File: src/rtl/bnn_mlp_core_if.sv
// -----------------------------------------------------------------------------
// bnn_mlp_core_if
//   Handshake bundle for the binary MLP core: the inference input stream, the
//   registered result/debug outputs and the nibble weight loader.
//
//   Signals (direction seen from the core, i.e. the slave modport):
//     in_valid   in   1      in_data is valid
//     in_ready   out  1      core can accept an input vector this cycle
//     in_data    in   N_IN   binary input vector
//     out_valid  out  1      one-cycle pulse, out_data updated the same cycle
//     out_data   out  N_OUT  layer-2 activations, held between pulses
//     hid_data   out  N_HID  registered layer-1 activations (debug)
//     load_start in   1      pulse: (re)start a weight load from word 0
//     load_valid in   1      load_nib is valid
//     load_ready out  1      core is in the load phase
//     load_nib   in   NIB    weight / threshold word
//     load_done  out  1      one-cycle pulse after the last word is written
//
//   Modports: master = driver of the core (pads / testbench), slave = core.
// -----------------------------------------------------------------------------
interface bnn_mlp_core_if #(
    parameter int N_IN  = 8,
    parameter int N_HID = 8,
    parameter int N_OUT = 4,
    parameter int NIB   = 4
);
    // Inference stream
    logic             in_valid;
    logic             in_ready;
    logic [N_IN-1:0]  in_data;
    logic             out_valid;
    logic [N_OUT-1:0] out_data;
    logic [N_HID-1:0] hid_data;

    // Weight loader
    logic             load_start;
    logic             load_valid;
    logic             load_ready;
    logic [NIB-1:0]   load_nib;
    logic             load_done;

    modport master (
        output in_valid, in_data, load_start, load_valid, load_nib,
        input  in_ready, out_valid, out_data, hid_data, load_ready, load_done
    );

    modport slave (
        input  in_valid, in_data, load_start, load_valid, load_nib,
        output in_ready, out_valid, out_data, hid_data, load_ready, load_done
    );
endinterface : bnn_mlp_core_if

File: src/rtl/bnn_mlp_core.sv
// -----------------------------------------------------------------------------
// bnn_mlp_core
//   Two-layer binary MLP, N_IN -> N_HID -> N_OUT. Every neuron computes
//   popcount(x XNOR w) and fires when the count reaches its threshold
//   (unsigned compare). Weights live in one flat image loaded NIB bits at a
//   time through a valid/ready loader; inference is a two-stage pipeline
//   (hidden layer registered at the accept edge, output layer one edge later),
//   accepting one vector per cycle while not loading.
//
//   Flat weight image:
//     layer-1 neuron h, input bit i   -> W[h*N_IN + i]
//     layer-2 neuron o, hidden bit j  -> W[N_HID*N_IN + o*N_HID + j]
//   Load word k is written to W[k*NIB +: NIB].
//
//   Optional feature, macro BNN_THRESH_LOAD_EN:
//     defined     : N_HID + N_OUT extra words follow the weight image; they
//                   carry the per-neuron thresholds (hidden 0..N_HID-1, then
//                   outputs 0..N_OUT-1), value taken from the low bits.
//     not defined : thresholds are the constants TH1 / TH2, the load ends
//                   after the weight image.
//
//   Ports:
//     clk    in  clock
//     reset  in  asynchronous, active-high reset
//     bus    slave modport of bnn_mlp_core_if (inference + loader handshakes)
// -----------------------------------------------------------------------------
module bnn_mlp_core #(
    parameter int N_IN  = 8,
    parameter int N_HID = 8,
    parameter int N_OUT = 4,
    parameter int NIB   = 4,
    parameter int TH1   = 6,
    parameter int TH2   = 6
) (
    input  logic                 clk,
    input  logic                 reset,
    bnn_mlp_core_if.slave        bus
);

    // -------------------------------------------------------------------------
    // Derived sizes
    // -------------------------------------------------------------------------
    localparam int W_BITS  = N_HID*N_IN + N_OUT*N_HID;   // flat weight image
    localparam int L2_BASE = N_HID*N_IN;                 // first layer-2 bit
    localparam int N_WW    = W_BITS / NIB;               // weight words
`ifdef BNN_THRESH_LOAD_EN
    localparam int N_WORDS = N_WW + N_HID + N_OUT;       // weights + thresholds
`else
    localparam int N_WORDS = N_WW;
`endif
    localparam int PTR_W   = $clog2(N_WORDS + 1);
    localparam int PC1_W   = $clog2(N_IN + 1);           // layer-1 popcount width
    localparam int PC2_W   = $clog2(N_HID + 1);          // layer-2 popcount width

    typedef enum logic {
        S_IDLE,
        S_LOAD
    } state_t;

    // -------------------------------------------------------------------------
    // State
    // -------------------------------------------------------------------------
    state_t             state_q;
    logic [PTR_W-1:0]   ptr_q;
    logic               load_done_q;
    logic [W_BITS-1:0]  w_q;

    logic               v1_q;          // hidden stage holds a fresh result
    logic [N_HID-1:0]   hid_q;
    logic               out_valid_q;
    logic [N_OUT-1:0]   out_q;

    // Effective thresholds seen by the neurons
    logic [PC1_W-1:0]   th1 [N_HID];
    logic [PC2_W-1:0]   th2 [N_OUT];

`ifdef BNN_THRESH_LOAD_EN
    logic [PC1_W-1:0]   th1_q [N_HID];
    logic [PC2_W-1:0]   th2_q [N_OUT];
`endif

    // -------------------------------------------------------------------------
    // Handshakes
    // -------------------------------------------------------------------------
    logic in_acc;
    logic load_acc;
    logic last_word;

    // load_start has priority over an input offered in the same cycle, so the
    // input side is held off combinationally.
    assign bus.in_ready   = (state_q == S_IDLE) && !bus.load_start;
    assign bus.load_ready = (state_q == S_LOAD);

    assign in_acc    = bus.in_valid && bus.in_ready;
    // A restart in the same cycle wins over a word; the word is not taken.
    assign load_acc  = (state_q == S_LOAD) && bus.load_valid && !bus.load_start;
    assign last_word = (ptr_q == PTR_W'(N_WORDS - 1));

    // -------------------------------------------------------------------------
    // Popcount helpers: number of positions where x and w agree
    // -------------------------------------------------------------------------
    function automatic logic [PC1_W-1:0] pop1(input logic [N_IN-1:0] x,
                                              input logic [N_IN-1:0] w);
        logic [PC1_W-1:0] cnt;
        cnt = '0;
        for (int k = 0; k < N_IN; k++) begin
            cnt = cnt + PC1_W'(x[k] ~^ w[k]);
        end
        return cnt;
    endfunction

    function automatic logic [PC2_W-1:0] pop2(input logic [N_HID-1:0] x,
                                              input logic [N_HID-1:0] w);
        logic [PC2_W-1:0] cnt;
        cnt = '0;
        for (int k = 0; k < N_HID; k++) begin
            cnt = cnt + PC2_W'(x[k] ~^ w[k]);
        end
        return cnt;
    endfunction

    // -------------------------------------------------------------------------
    // Threshold source
    // -------------------------------------------------------------------------
    always_comb begin
        for (int h = 0; h < N_HID; h++) begin
`ifdef BNN_THRESH_LOAD_EN
            th1[h] = th1_q[h];
`else
            th1[h] = PC1_W'(TH1);
`endif
        end
        for (int o = 0; o < N_OUT; o++) begin
`ifdef BNN_THRESH_LOAD_EN
            th2[o] = th2_q[o];
`else
            th2[o] = PC2_W'(TH2);
`endif
        end
    end

    // -------------------------------------------------------------------------
    // Neuron arrays (combinational)
    //   Layer 1 works on the incoming vector, layer 2 on the registered hidden
    //   activations; hidden bit j pairs with layer-2 weight bit j.
    // -------------------------------------------------------------------------
    logic [N_HID-1:0] hid_d;
    logic [N_OUT-1:0] out_d;

    always_comb begin
        // NOTE: every output of a combinational block gets a default before any
        // conditional or loop writes it, so no path can leave it unassigned and
        // infer a latch.
        hid_d = '0;
        out_d = '0;
        for (int h = 0; h < N_HID; h++) begin
            hid_d[h] = (pop1(bus.in_data, w_q[h*N_IN +: N_IN]) >= th1[h]);
        end
        for (int o = 0; o < N_OUT; o++) begin
            out_d[o] = (pop2(hid_q, w_q[L2_BASE + o*N_HID +: N_HID]) >= th2[o]);
        end
    end

    // -------------------------------------------------------------------------
    // Loader FSM and weight / threshold storage
    //   IDLE --load_start--> LOAD (pointer cleared)
    //   LOAD --load_start--> LOAD (pointer cleared, written words are kept)
    //   LOAD --last word--> IDLE, load_done pulses in the following cycle
    // -------------------------------------------------------------------------
    always_ff @(posedge clk or posedge reset) begin
        if (reset) begin
            state_q     <= S_IDLE;
            ptr_q       <= '0;
            load_done_q <= 1'b0;
            // NOTE: the weight image is deliberately part of the reset domain:
            // the core must compute with all-zero weights straight out of
            // reset, so this storage is flops, not an uninitialised RAM.
            w_q         <= '0;
`ifdef BNN_THRESH_LOAD_EN
            for (int h = 0; h < N_HID; h++) th1_q[h] <= PC1_W'(TH1);
            for (int o = 0; o < N_OUT; o++) th2_q[o] <= PC2_W'(TH2);
`endif
        end else begin
            // NOTE: sequential state is always updated with non-blocking
            // assignments so every flop samples pre-edge values, independent
            // of statement and process ordering.
            load_done_q <= 1'b0;
            if (bus.load_start) begin
                state_q <= S_LOAD;
                ptr_q   <= '0;
            end else if (load_acc) begin
                for (int k = 0; k < N_WW; k++) begin
                    if (ptr_q == PTR_W'(k)) begin
                        w_q[k*NIB +: NIB] <= bus.load_nib;
                    end
                end
`ifdef BNN_THRESH_LOAD_EN
                for (int h = 0; h < N_HID; h++) begin
                    if (ptr_q == PTR_W'(N_WW + h)) begin
                        th1_q[h] <= bus.load_nib[PC1_W-1:0];
                    end
                end
                for (int o = 0; o < N_OUT; o++) begin
                    if (ptr_q == PTR_W'(N_WW + N_HID + o)) begin
                        th2_q[o] <= bus.load_nib[PC2_W-1:0];
                    end
                end
`endif
                if (last_word) begin
                    state_q     <= S_IDLE;
                    ptr_q       <= '0;
                    load_done_q <= 1'b1;
                end else begin
                    ptr_q <= ptr_q + PTR_W'(1);
                end
            end
        end
    end

    // -------------------------------------------------------------------------
    // Inference pipeline
    //   Edge E0 (accept edge) captures the hidden layer, edge E1 captures the
    //   output layer and raises out_valid. Layer-2 weights are read at E1;
    //   a load starting right after an accept only reaches the layer-2 words
    //   many cycles later, so in-flight results use the old layer-2 weights.
    // -------------------------------------------------------------------------
    always_ff @(posedge clk or posedge reset) begin
        if (reset) begin
            v1_q        <= 1'b0;
            hid_q       <= '0;
            out_valid_q <= 1'b0;
            out_q       <= '0;
        end else begin
            v1_q        <= in_acc;
            out_valid_q <= v1_q;
            if (in_acc) begin
                hid_q <= hid_d;
            end
            if (v1_q) begin
                out_q <= out_d;
            end
        end
    end

    assign bus.hid_data  = hid_q;
    assign bus.out_data  = out_q;
    assign bus.out_valid = out_valid_q;
    assign bus.load_done = load_done_q;

endmodule : bnn_mlp_core
File: src/flat_wrapper.sv
// flat-port wrapper written by rule: the top's interface ports become plain ports
module bnn_mlp_core_flat 
#(
    parameter int N_IN  = 8,
    parameter int N_HID = 8,
    parameter int N_OUT = 4,
    parameter int NIB   = 4,
    parameter int TH1   = 6,
    parameter int TH2   = 6
)
  (clk, reset, bus_in_valid, bus_in_data, bus_load_start, bus_load_valid, bus_load_nib, bus_in_ready, bus_out_valid, bus_out_data, bus_hid_data, bus_load_ready, bus_load_done);
  bnn_mlp_core_if #(.N_IN(N_IN), .N_HID(N_HID), .N_OUT(N_OUT), .NIB(NIB)) bus_i ();
  input  logic clk;
  input  logic reset;
  input wire logic [$bits(bus_i.in_valid)-1:0] bus_in_valid;
  input wire logic [$bits(bus_i.in_data)-1:0] bus_in_data;
  input wire logic [$bits(bus_i.load_start)-1:0] bus_load_start;
  input wire logic [$bits(bus_i.load_valid)-1:0] bus_load_valid;
  input wire logic [$bits(bus_i.load_nib)-1:0] bus_load_nib;
  output wire logic [$bits(bus_i.in_ready)-1:0] bus_in_ready;
  output wire logic [$bits(bus_i.out_valid)-1:0] bus_out_valid;
  output wire logic [$bits(bus_i.out_data)-1:0] bus_out_data;
  output wire logic [$bits(bus_i.hid_data)-1:0] bus_hid_data;
  output wire logic [$bits(bus_i.load_ready)-1:0] bus_load_ready;
  output wire logic [$bits(bus_i.load_done)-1:0] bus_load_done;
  assign bus_i.in_valid = bus_in_valid;
  assign bus_i.in_data = bus_in_data;
  assign bus_i.load_start = bus_load_start;
  assign bus_i.load_valid = bus_load_valid;
  assign bus_i.load_nib = bus_load_nib;
  assign bus_in_ready = bus_i.in_ready;
  assign bus_out_valid = bus_i.out_valid;
  assign bus_out_data = bus_i.out_data;
  assign bus_hid_data = bus_i.hid_data;
  assign bus_load_ready = bus_i.load_ready;
  assign bus_load_done = bus_i.load_done;
  bnn_mlp_core #(.N_IN(N_IN), .N_HID(N_HID), .N_OUT(N_OUT), .NIB(NIB), .TH1(TH1), .TH2(TH2)) u_core (.clk(clk), .reset(reset), .bus(bus_i));
endmodule
File: config.mk
export PLATFORM = sky130hd
export DESIGN_NAME = bnn_mlp_core_flat
export DESIGN_NICKNAME = d
export VERILOG_FILES = /design/src/rtl/bnn_mlp_core_if.sv /design/src/rtl/bnn_mlp_core.sv /design/src/flat_wrapper.sv
export SDC_FILE = /design/constraint.sdc
export NUM_CORES = 1
export LEC_CHECK = 0
export ABC_AREA = 1
export CAP_MARGIN = 20
export CORE_UTILIZATION = 55
export CTS_CLUSTER_DIAMETER = 150
export DETAILED_ROUTE_END_ITERATION = 8
export HOLD_SLACK_MARGIN = 0.15
export PLACE_DENSITY = 0.73
export SYNTH_ARGS = -nofsm -noshare
export SYNTH_HDL_FRONTEND = slang
export SYNTH_SLANG_ARGS = --single-unit
File: constraint.sdc
create_clock -name clk -period 5.18 [get_ports clk]
set_clock_uncertainty 0.15 [all_clocks]
set_input_delay 0.518 -clock clk [delete_from_list [all_inputs] [get_ports clk]]
set_output_delay 0.518 -clock clk [all_outputs]
set_load 0.1 [all_outputs]
==> results of run 1 <==
## power breakdown
part           total, mW  internal, mW  switching (mW)
clock               1.05         0.663           0.392
combinational       1.44         0.557           0.886
sequential          1.05         0.975          0.0706
total               3.54          2.20            1.35
## state kept, by name, summed over array words and instances (netlist names)
name                   count
u_core.ptr_q               5
u_core.bus.out_data        4
u_core.w_q                96
u_core.bus.out_valid       1
u_core.v1_q                1
u_core.bus.load_done       1
u_core.bus.load_ready      1
u_core.bus.hid_data        8
## cell families after synthesis
family,after synthesis,share of synthesized area [%]
XOR/XNOR,96,11.0
AO/OA/AOI/OAI,61,4.03
adder cells (fa/ha/maj),89,19.3
AND/OR/NAND/NOR,381,20.1
buffers and inverters,142,7.19
flip-flops,117,38.3
## cell usage in the layout (no fill, tap or decap)
master	n
o21ai_1	5
dfrtp_1	117
clkbuf_8	5
xor2_1	60
o21bai_1	1
inv_4	1
clkdlybuf4s50_1	32
fa_1	48
clkinvlp_4	1
ha_1	41
clkbuf_1	3
buf_4	5
nand2_1	283
inv_1	109
nand2_2	1
nand3_2	7
o21ai_0	43
clkinv_1	1
nand3_1	41
nor3_1	3
nand4_1	1
a21oi_1	12
nor2_1	44
inv_2	2
clkinv_2	3
xnor2_1	36
clkbuf_16	17
nor2_2	1
## layout make-up
| cell class | count | area [sq um] |
|---|---|---|
| Clock inverter | 4 | 22.5 |
| Fill cell | 1114 | 4780 |
| Sequential cell | 117 | 2930 |
| Tap cell | 176 | 220 |
| Multi-Input combinational cell | 627 | 4160 |
| Inverter | 113 | 427 |
| Clock buffer | 25 | 505 |
| Timing Repair Buffer | 37 | 358 |
## path summary, 6_finish.rpt
kind                                   startpoint                     end  slack, ps  cells past startpoint
setup / recovery                   bus_in_data[1]  u_core.bus.hid_data[1]       1070                     15
hold / removal                              reset  u_core.bus.hid_data[4]        190                      2
setup reg to reg           u_core.bus.hid_data[0]  u_core.bus.out_data[3]       1510                     14
hold reg to reg                    u_core.w_q[84]          u_core.w_q[84]        340                      2
max in group asynchronous                   reset          u_core.w_q[43]       3740                      3
min in group clk                   u_core.w_q[84]          u_core.w_q[84]        340                      2
## metal layers
| layer | vias to the layer above | wire [um] |
|---|---|---|
| li1 | 2744 | - |
| met5 | - | 0 |
| met2 | 179 | 7920 |
| met4 | 0 | 212 |
| met3 | 20 | 1160 |
| met1 | 2701 | 7740 |
## stage by stage
step	util (%)	total power [mW]	area [sq um]	std cells	setup WS, ps
floorplan	-	2.19	7640	886	1030
global placement	60.4	2.44	8090	1070	716
detailed placement	60.4	2.51	8090	1070	662
CTS	64.3	3.57	8620	1099	1090
global route	64.3	3.85	8620	1099	879
finish	64.3	3.54	8620	1099	1070
==> impl_metrics.yaml, run 1 <==
outcome:
  outcome: "finished clean"
logic_synthesis:
  yosysTopAreaCell: "dfrtp_1"
  synth-main-ff-cell: "dfrtp_1"
  avgSynthCellArea_sq_um: 8.62
  ys_async_sr_fraction_pct: 100
  synth_nets: 992
  ys_top_cells_by_count: "nand2_1, dfrtp_1, inv_1"
  syn_area_sq_um: 7640
  synth_cell_types: 23
  yosysMostFrequentCell: "nand2_1"
  synthDominantCellAreaShare_pct: 38.3
  synth_cells: 886
  synth_area_leaders: "dfrtp_1, nand2_1, fa_1"
  synth_edf_count: 0
  yosysWarnings: 0
  synth-seq-cells: 117
  synth_seq_area_share_pct: 38.3
placement:
  routabilityCongestion: 0.871
  portBuffers: 32
  post-dp-hpwl_um: 12200
route:
  postRouteWirelength_um: 17000
  ant_nets: 0
  routedWlPerCell_um: 15.5
  viasPerCell: 5.14
  num_vias: 5644
  drt_first_pass_iters: 8
  drtIter0Drc: 442
  drc_errors: 0
sta:
  tns_ps: 0
  worstMarginPinSlew_ps: 1000
  slew-limit-headroom_pct: 33.1
  holdWs_ps: 191
  rsz0062_at_grt: "false"
  hold_viol: 0
  slew_violations: 0
  fmax_mhz: 243
  setup_violations: 0
  final.period_utilization_pct: 79.3
  min_period_ps: 4110
floorplan:
  rows: 42
  die_w_um: 120
  core_sq_um: 13400
  die_h_um: 120
  io_pins: 33
  initial_core_util_pct: 57.0
  dieArea_sq_um: 14400
power_and_ir_drop:
  power_density_nw_per_um2: 411
  power_leakage_nw: 4.60
  max-vdd-ir-drop_uv: 401
grt:
  met1_usage_pct: 36.1
  busiest_layer: "met2"
  grt_max_degree: 58
  grt_pass1_vias: 5606
  antenna_found_initial: 0
  grt_pass1_wl_um: 28200
  use_met3_pct: 6.46
  met2_usage_pct: 41.7
  grt_usage_pct: 26.3
  globalRoute.totalOverflow: 0
layout:
  area_delta_synth_final_pct: 12.9
  nets: 1019
  antennaDiodeCount: 0
  drive_above_1_share_pct: 4.66
min_path:
  hp-class: "input port to async pin"
setup_path:
  cpMaxStageDelayCell: "clkdlybuf4s50_1"
  startpoint_type: "input port"
  crit_type: "input port to register"
  path_cells: "clkdlybuf4s50_1 -> xor2_1 -> fa_1 -> inv_1 -> fa_1 -> inv_1 -> fa_1 -> inv_1 -> ha_1 -> fa_1 -> inv_1 -> nand2_1 -> nand2_1 -> nand2_1 -> a21oi_1"
  cp.required_ps: 5370
  crit_fanout: 8
  crit_family: "adder cells"
  cp.arrival_ps: 4300
  max_stage_delay_ps: 840
  endpoint_kind: "register"
  crit_buf_inv: 5
clocking:
  cts_tree: "yes"
  cts_resized: 0
  cts-root-buf: "clkbuf_16"
  clkLatencyLatePin_ps: 420
  cts.clk_slew.worst_paths_ps: 50
  clkSinkCount: 117
  post_cts_buffers: 0
  cts_max_level: 4
  cts_buffers: 17
  clock_path_buffers: 2
  ctsHoldBuffers: 0
job:
  max-cap-violations: 0
No activity file was read; power rests on OpenSTA's default activity.
==> inputs of run 2 (changes only) <==
- PLACE_DENSITY: 0.73 -> 0.76
- clock period: 5.18 -> 3.51 ns (I/O delays scaled with it)
==> run 2 against run 1 <==
Effect of this change: the flow now finishes with violations (negative setup slack); final area grew 6.4%; critical path type is now register to register; total power grew 61%; global-route usage grew 1.2 points; count of clock-buffer cells in the layout shrank 5; non-clock buffer count grew 25; critical path depth shrank 3; flip-flop and latch count is the same; hold slack gained 140 ps; sequential share of layout area shrank 2.0 points; register-to-register slack lost 1500 ps; via count grew 2.9%; sequential power grew 48%.
==> impl_metrics.yaml, run 2 (synthesized netlist as in run 1, its figures left out) <==
floorplan:
  die_w_um: 120
  die_h_um: 120
  rows: 42
  dieArea_sq_um: 14400
  initial_core_util_pct: 57.0
  core_sq_um: 13400
  io_pins: 33
power_and_ir_drop:
  power_density_nw_per_um2: 623
  power.share.clock_pct: 31.8
  p_comb_share_pct: 41.1
  p_int_mw: 3.56
  max-vdd-ir-drop_uv: 344
  swShare_pct: 37.7
  power_leakage_nw: 4.73
  p_seq_share_pct: 27.1
  p_sw_mw: 2.16
  power_mw: 5.72
setup_path:
  cpMaxStageDelayCell: "fa_1"
  crit_family: "adder cells"
  startpoint_type: "register"
  crit_fanout: 5
  cpMostUsedCell: "fa_1"
  cp.required_ps: 3700
  path_cells: "buf_4 -> xor2_2 -> fa_1 -> inv_2 -> fa_1 -> inv_1 -> fa_1 -> inv_1 -> ha_2 -> fa_2 -> nand2_1 -> a21oi_1"
  crit_buf_inv: 4
  crit_type: "register to register"
  endpoint_kind: "register"
  max_stage_delay_ps: 520
  cp.arrival_ps: 3730
placement:
  dp_cells: 1085
  post-dp-hpwl_um: 12100
  portBuffers: 32
  routabilityCongestion: 0.851
layout:
  largest_reg_flops: 96
  final_cell_mix: "nand2_1, dfrtp_1, inv_1, xor2_1, nor2_1"
  regArea_sq_um: 2930
  instances_no_fill: 1127
  fill_cells: 1033
  nets: 1044
  area_delta_synth_final_pct: 20.1
  antennaDiodeCount: 0
  final_common_cell: "nand2_1"
  multi_input_area_sq_um: 4370
  drive_above_1_share_pct: 15.5
  regMostFlops: "u_core.w_q"
route:
  ant_nets: 0
  postRouteWirelength_um: 17900
  drc_errors: 0
  routedWlPerCell_um: 15.9
  viasPerCell: 5.15
  drt_first_pass_iters: 5
  drtIter0Drc: 535
  num_vias: 5805
grt:
  grt_pass1_wl_um: 30000
  grt_usage_pct: 27.6
  grt_max_degree: 118
  grt_pass1_vias: 5903
  globalRoute.totalOverflow: 0
  antenna_found_initial: 0
sta:
  worstMarginPinSlew_ps: 975
  setup_slack_ps: -23.0
  slew-limit-headroom_pct: 34.8
  fmax_mhz: 283
  hold_viol: 0
  min_period_ps: 3530
  slew_violations: 0
  final.period_utilization_pct: 101
  setup_violations: 1
  rsz0062_at_grt: "true"
clocking:
  clock_path_buffers: 2
  cts_max_level: 4
  cts_tree: "yes"
  ctsHoldBuffers: 0
  cts.clk_slew.worst_paths_ps: 50
  clkSinkCount: 117
  cts_buffers: 17
  cts-root-buf: "clkbuf_16"
  clkLatencyLatePin_ps: 420
job:
  max-cap-violations: 0
outcome:
  violations: "negative setup slack"
  outcome: "finished with violations"
min_path:
  hp-class: "input port to async pin"
run 2: cell count changes in the layout (fill, tap and decap cells not counted), sizes merged, moves of 2 or more:
cell,delta
buf,+27
bufinv,+3
clkbuf,-5
clkdlybuf4s50,-5
clkinvlp,+7
dlygate4sd2,+2
run 2: timing repair:
item                       CTS  global route
buffers inserted             2             8
pin swaps                   19            34
cloned                       0             0
setup endpoints to repair   12            12
gates resized for setup     28            42
run 2: layout make-up:
type | count | area share, %
tap | 176 | 2.40
sequential | 117 | 32.0
inverter | 113 | 4.66
clock buffer | 20 | 5.09
multi-input combinational | 627 | 47.7
timing repair buffer | 62 | 6.56
clock inverter | 12 | 1.66
run 2: metal layers:
metal	share of wire [%]	vias to the layer above	track usage [%]
met3	7.6	35	6.37
met2	48	232	43.7
met1	42	2756	36.6
met5	0	-	0
li1	-	2782	-
met4	2.0	0	11.3
run 2: through the flow:
step                hold slack [ps]  TNS (ps)  setup WS, ps  utilization, %  area, sq um
floorplan                       284     -1120          -300               -         7680
global placement                325     -4080          -522            61.6         8250
CTS                             337      -179         -45.8            67.0         8970
detailed placement              323     -4770          -602            61.6         8250
global route                    354      -492          -134            68.5         9170
finish                          327     -23.0         -23.0            68.5         9170
run 2: path summary, 6_finish.rpt:
check                                            start                endpoint  slack [ps]  cells after the start
worst max-delay path            u_core.bus.hid_data[0]  u_core.bus.out_data[1]         -20                     12
worst min-delay path                             reset          u_core.w_q[36]         330                      3
worst max register to register  u_core.bus.hid_data[0]  u_core.bus.out_data[1]         -20                     12
worst min register to register             u_core.v1_q    u_core.bus.out_valid         330                      0
max in group asynchronous                        reset  u_core.bus.hid_data[3]        2380                      3
min in group clk                           u_core.v1_q    u_core.bus.out_valid         330                      0
run 2: power by group through the flow:
| stage | Clock, mW | Sequential [mW] | Combinational [mW] |
|---|---|---|---|
| after global placement | 0 | 1.56 | 2.07 |
| final | 1.82 | 1.55 | 2.35 |
| after floorplan | 0 | 1.71 | 1.55 |
| after CTS | 1.83 | 1.54 | 2.24 |
| after detailed placement | 0 | 1.56 | 2.18 |
| after global routing | 1.88 | 1.56 | 2.73 |
run 2: worst min-delay path, cell delays in order:
cell             delay, ps
clkdlybuf4s50_1        440
clkinvlp_4             100
buf_12                 470
